File: src/rtl/fifo_rdctl.sv
// Read-side controller for a dual-clock FIFO: issues memory reads and keeps a
// two-word skid buffer so a registered-read RAM can stream one word per cycle.
module fifo_rdctl #(
  parameter int data_width = 16,
  parameter int addr_width = 8
) (
  input  logic                  rclk,
  input  logic                  rrst_n,
  input  logic [addr_width:0]   wptr,
  output logic [addr_width-1:0] raddr,
  output logic                  rclken,
  input  logic [data_width-1:0] rdata,
  output logic                  rempty,
  output logic [addr_width:0]   rlevel,
  input  logic                  flush,
  output logic [data_width-1:0] m_data,
  output logic                  m_valid,
  input  logic                  m_ready
);

  logic [addr_width:0]   rptr_reg, rptr_next;
  logic [1:0]            occ_reg, occ_next;
  logic                  inflight_reg, inflight_next;
  logic [data_width-1:0] buf_reg  [2];
  logic [data_width-1:0] buf_next [2];

  logic       pop;
  logic       issue;
  logic [2:0] demand;
  logic [2:0] limit;
  logic [1:0] tail;

  assign rempty  = (rptr_reg == wptr);
  assign rlevel  = wptr - rptr_reg;
  assign raddr   = rptr_reg[addr_width-1:0];
  assign m_valid = (occ_reg != 2'd0);
  assign m_data  = buf_reg[0];
  assign pop     = m_valid && m_ready;

  // Buffered plus outstanding words may never exceed the two buffer slots,
  // counting the slot freed by a pop in this same cycle.
  assign demand = {1'b0, occ_reg} + {2'b00, inflight_reg};
  assign limit  = 3'd2 + {2'b00, pop};
  assign issue  = rrst_n && !rempty && !flush && (demand < limit);
  assign rclken = issue;

  // A capture lands just behind whatever remains after this cycle's pop.
  assign tail = occ_reg - {1'b0, pop};

  always_comb begin
    rptr_next     = rptr_reg;
    occ_next      = occ_reg;
    inflight_next = inflight_reg;
    buf_next[0]   = buf_reg[0];
    buf_next[1]   = buf_reg[1];
    if (flush) begin
      rptr_next     = wptr;
      occ_next      = 2'd0;
      inflight_next = 1'b0;
    end else begin
      if (issue) begin
        rptr_next = rptr_reg + 1'b1;
      end
      inflight_next = issue;
      if (pop) begin
        buf_next[0] = buf_reg[1];
      end
      if (inflight_reg) begin
        buf_next[tail[0]] = rdata;
      end
      occ_next = occ_reg + {1'b0, inflight_reg} - {1'b0, pop};
    end
  end

  always_ff @(posedge rclk or negedge rrst_n) begin
    if (!rrst_n) begin
      rptr_reg     <= '0;
      occ_reg      <= 2'd0;
      inflight_reg <= 1'b0;
    end else begin
      rptr_reg     <= rptr_next;
      occ_reg      <= occ_next;
      inflight_reg <= inflight_next;
    end
  end

  for (genvar gi = 0; gi < 2; gi++) begin : g_buf
    always_ff @(posedge rclk or negedge rrst_n) begin
      if (!rrst_n) begin
        buf_reg[gi] <= '0;
      end else begin
        buf_reg[gi] <= buf_next[gi];
      end
    end
  end

endmodule

File: config.mk
export PLATFORM = sky130hd
export DESIGN_NAME = fifo_rdctl
export DESIGN_NICKNAME = d
export VERILOG_FILES = /design/src/rtl/fifo_rdctl.sv
export SDC_FILE = /design/constraint.sdc
export NUM_CORES = 1
export LEC_CHECK = 0
export BUFFER_PORTS_ARGS = -buffer_cell sky130_fd_sc_hd__buf_2
export CAP_MARGIN = 40
export CORE_MARGIN = 5
export CORE_UTILIZATION = 29
export CTS_CLUSTER_DIAMETER = 40
export DETAILED_ROUTE_END_ITERATION = 12
export GPL_ROUTABILITY_DRIVEN = 0
export PLACE_DENSITY = 0.46
export SYNTH_ARGS = -nofsm -noshare
export SYNTH_HDL_FRONTEND = slang
export SYNTH_SLANG_ARGS = --single-unit
File: constraint.sdc
create_clock -name rclk -period 4 [get_ports rclk]
set_input_delay 0.4 -clock rclk [delete_from_list [all_inputs] [get_ports rclk]]
set_output_delay 0.4 -clock rclk [all_outputs]
set_load 0.005 [all_outputs]
==> qor.yml <==
yosys:
  syn_nets: 290
  yosys.area.top_type: "dfrtp_1"
  synth.most_common_cell: "dfrtp_1"
  syn_inst: 247
  synth.distinct_cells: 48
  yosys-top-cells-count: "44 x dfrtp_1, 37 x inv_1, 25 x buf_4, 21 x mux2_2, 16 x a222oi_1"
  synth-edff-count: 0
  netlist_area_sq_um: 2630
  synth-seq-cells: 44
  synth_top_area_share_pct: 41.86
  ys_warn_count: 0
  ys_seq_area_share_pct: 41.86
  synth-async-reset-ratio_pct: 100.0
  synth-main-ff-cell: "dfrtp_1"
  syn_avg_cell_area_sq_um: 10.65
  synth_area_leaders: "dfrtp_1 42%, mux2_2 9.0%, buf_4 7.1%"
final_layout:
  drive_above_1_share_pct: 35.76
  nets: 330
  num-fill-cells: 920
  fin_util_pct: 33.70
  area.growth.synth_to_final_pct: 12.27
  fin_cells: 396
  final_area_sq_um: 2953
  antenna_cells: 0
global_routing:
  antenna_found_initial: 0
  grt_pass1_vias: 1963
  grt_max_degree: 45
  grt_use_total_pct: 10.94
  grt_pass1_wl_mm: 10.03
  overflow: 0
worst_setup_path:
  crit_arrival_ns: 2.52
  crit_path_max_incr_delay_ns: 0.45
  critPathKind: "flip-flop to primary output"
  critPathCaptureType: "primary output"
  crit_path_top_delay_cell: "dfrtp_1"
  reg2reg_from: "rptr_reg[5]$_DFFE_PN0P_"
  worst-r2r-setup-slack_ns: 1.41
  worstReg2RegEnd: "rptr_reg[8]$_DFFE_PN0P_"
  worst-r2r-cell-count: 8
  worst_ep_required_time_ns: 3.60
  path_max_fanout: 6
  start_kind: "flip-flop"
  worstPathCellList: "ha_1 > fa_1 > nor2b_1 > o21ai_0 > a21boi_0 > nor4_1 > a311o_1 > buf_2"
timing:
  fmax_mhz: 342.5
  rsz0062_at_grt: "false"
  hold_viol_final: 0
  worst_pin_slew_ns: 0.6943
  period_needed_ns: 2.919
  drv_slew: 0
  setup_viol: 0
  fin_setup_tns_ns: 0
  slew_headroom_pct: 53.71
  fin_skew_ns: 0.004220
  fin_crit_sh_pct: 72.98
floorplanning:
  io_pins: 65
  fp.dieW_um: 105.2
  die_h_um: 105.2
  dieArea_sq_um: 11070
  start_util_pct: 30.01
  rows: 34
  core_sq_um: 8763
placed_design:
  dp_hpwl_mm: 4.458
  numPortBuffers: 64
  dpl.cell_count: 388
  placed_area_sq_um: 2859
run:
  maxCapViolations: 0
cts:
  h-tree-depth: 2
  tritoncts: "done"
  cts.path.max_buffers: 2
  numCtsBuffers: 5
  cts_sinks: 44
  postCtsResizedCells: 0
  cts_hold_buf: 0
  cts_root_buf: "clkbuf_8"
  path_clk_slew_ns: 0.08
  clk_latency_ns: 0.29
  post-cts-setup-buffers: 0
pwr:
  peakVddDrop_mv: 0.1381
  leakage_nw: 1.539
  power_density_nw_per_um2: 552.6
drt:
  wl_met1_mm: 2.835
  wire_per_inst_um: 15.39
  highest_layer: "met4"
  drtAntennaViolNets: 0
  drc: 0
  post_drt_via_cell_ratio: 4.866
  drt_iter0_drc: 87
  drt_first_pass_iters: 5
  via_count: 1927
  wl_met3_um: 337
  wirelength_mm: 6.095
  routed-wl-met2_mm: 2.860
min_path:
  hp-class: "input pin to asynchronous set/reset pin"
status:
  status: "finished clean"
-- through the flow --
stage / setup slack (ns) / hold WS (ns) / power [mW]
after floorplan: 1.688 / 0.1044 / 1.230
after global placement: 1.340 / 0.4695 / 1.358
after detailed placement: 1.299 / 0.4708 / 1.369
after CTS: 1.044 / 0.2454 / 1.668
after global routing: 0.8657 / 0.2737 / 1.778
final: 1.081 / 0.2003 / 1.632
-- layout make-up --
type,instances,area [sq um],area share [%]
Clock buffer,7,86.33,2.924
Clock inverter,1,7.507,0.2542
Inverter,38,150.1,5.085
Multi-Input combinational cell,131,1130,38.26
Sequential cell,44,1101,37.29
Tap cell,108,135.1,4.576
Timing Repair Buffer,67,342.8,11.61
-- critical path: cells and delay by family, from the launching register on --
| family | cells | cell delay, ns |
|---|---|---|
| AOI/OAI and AO/OA | 3 | 0.79 |
| adders and majority gates | 2 | 0.65 |
| DFF | 1 | 0.45 |
| and+or+nand+nor | 2 | 0.21 |
| buffers and inverters | 1 | 0.13 |
-- placed cells by master, fill, tap and decap left out, types with 4 or more instances in the layout --
master / count
o21ai_0: 4
buf_2: 64
nor3_1: 5
a21oi_1: 5
mux2_2: 21
o21ai_1: 5
inv_1: 37
clkbuf_8: 6
and3_1: 4
a32oi_1: 5
dfrtp_1: 44
nand4_1: 4
ha_1: 13
nor2_1: 5
a222oi_1: 16
-- how the worst max path moves through the flow --
stage	slack, ns	depth (start not counted)	end	from
2_1_floorplan	1.69	8	rlevel[6]	wptr[0]
3_3_place_gp	1.34	10	rlevel[6]	wptr[0]
3_5_place_dp	1.30	10	rlevel[6]	wptr[0]
4_1_cts	1.04	8	rlevel[6]	rptr_reg[0]$_DFFE_PN0P_
5_1_grt	0.87	8	rlevel[6]	rptr_reg[0]$_DFFE_PN0P_
6_report	1.08	8	rlevel[6]	rptr_reg[0]$_DFFE_PN0P_
-- kinds of logic (layout without fill, tap and decap cells) --
group                      Yosys count  after routing  share of synthesized area, %
and+or+nand+nor                     37             37                         7.993
adders and majority gates           14             14                         6.946
xor gates and xnor gates             7              7                         2.617
muxes                               23             23                         9.990
AOI/OAI and AO/OA                   50             50                         15.22
DFF                                 44             44                         41.87
buffers and inverters               72            113                         15.37
-- power breakdown --
part / switching [mW] / internal (mW) / leakage, nW
combinational: 0.305 / 0.321 / 0.941
sequential: 0.106 / 0.611 / 0.554
clock: 0.149 / 0.140 / 0.0445
total: 0.559 / 1.07 / 1.54
-- metal layers --
layer / vias to the layer above / track usage (%)
li1: 949 / -
met2: 53 / 18.01
met1: 921 / 14.31
met3: 4 / 2.751
met4: 0 / 2.922
met5: - / 0
(Power assumes the default switching activity.)
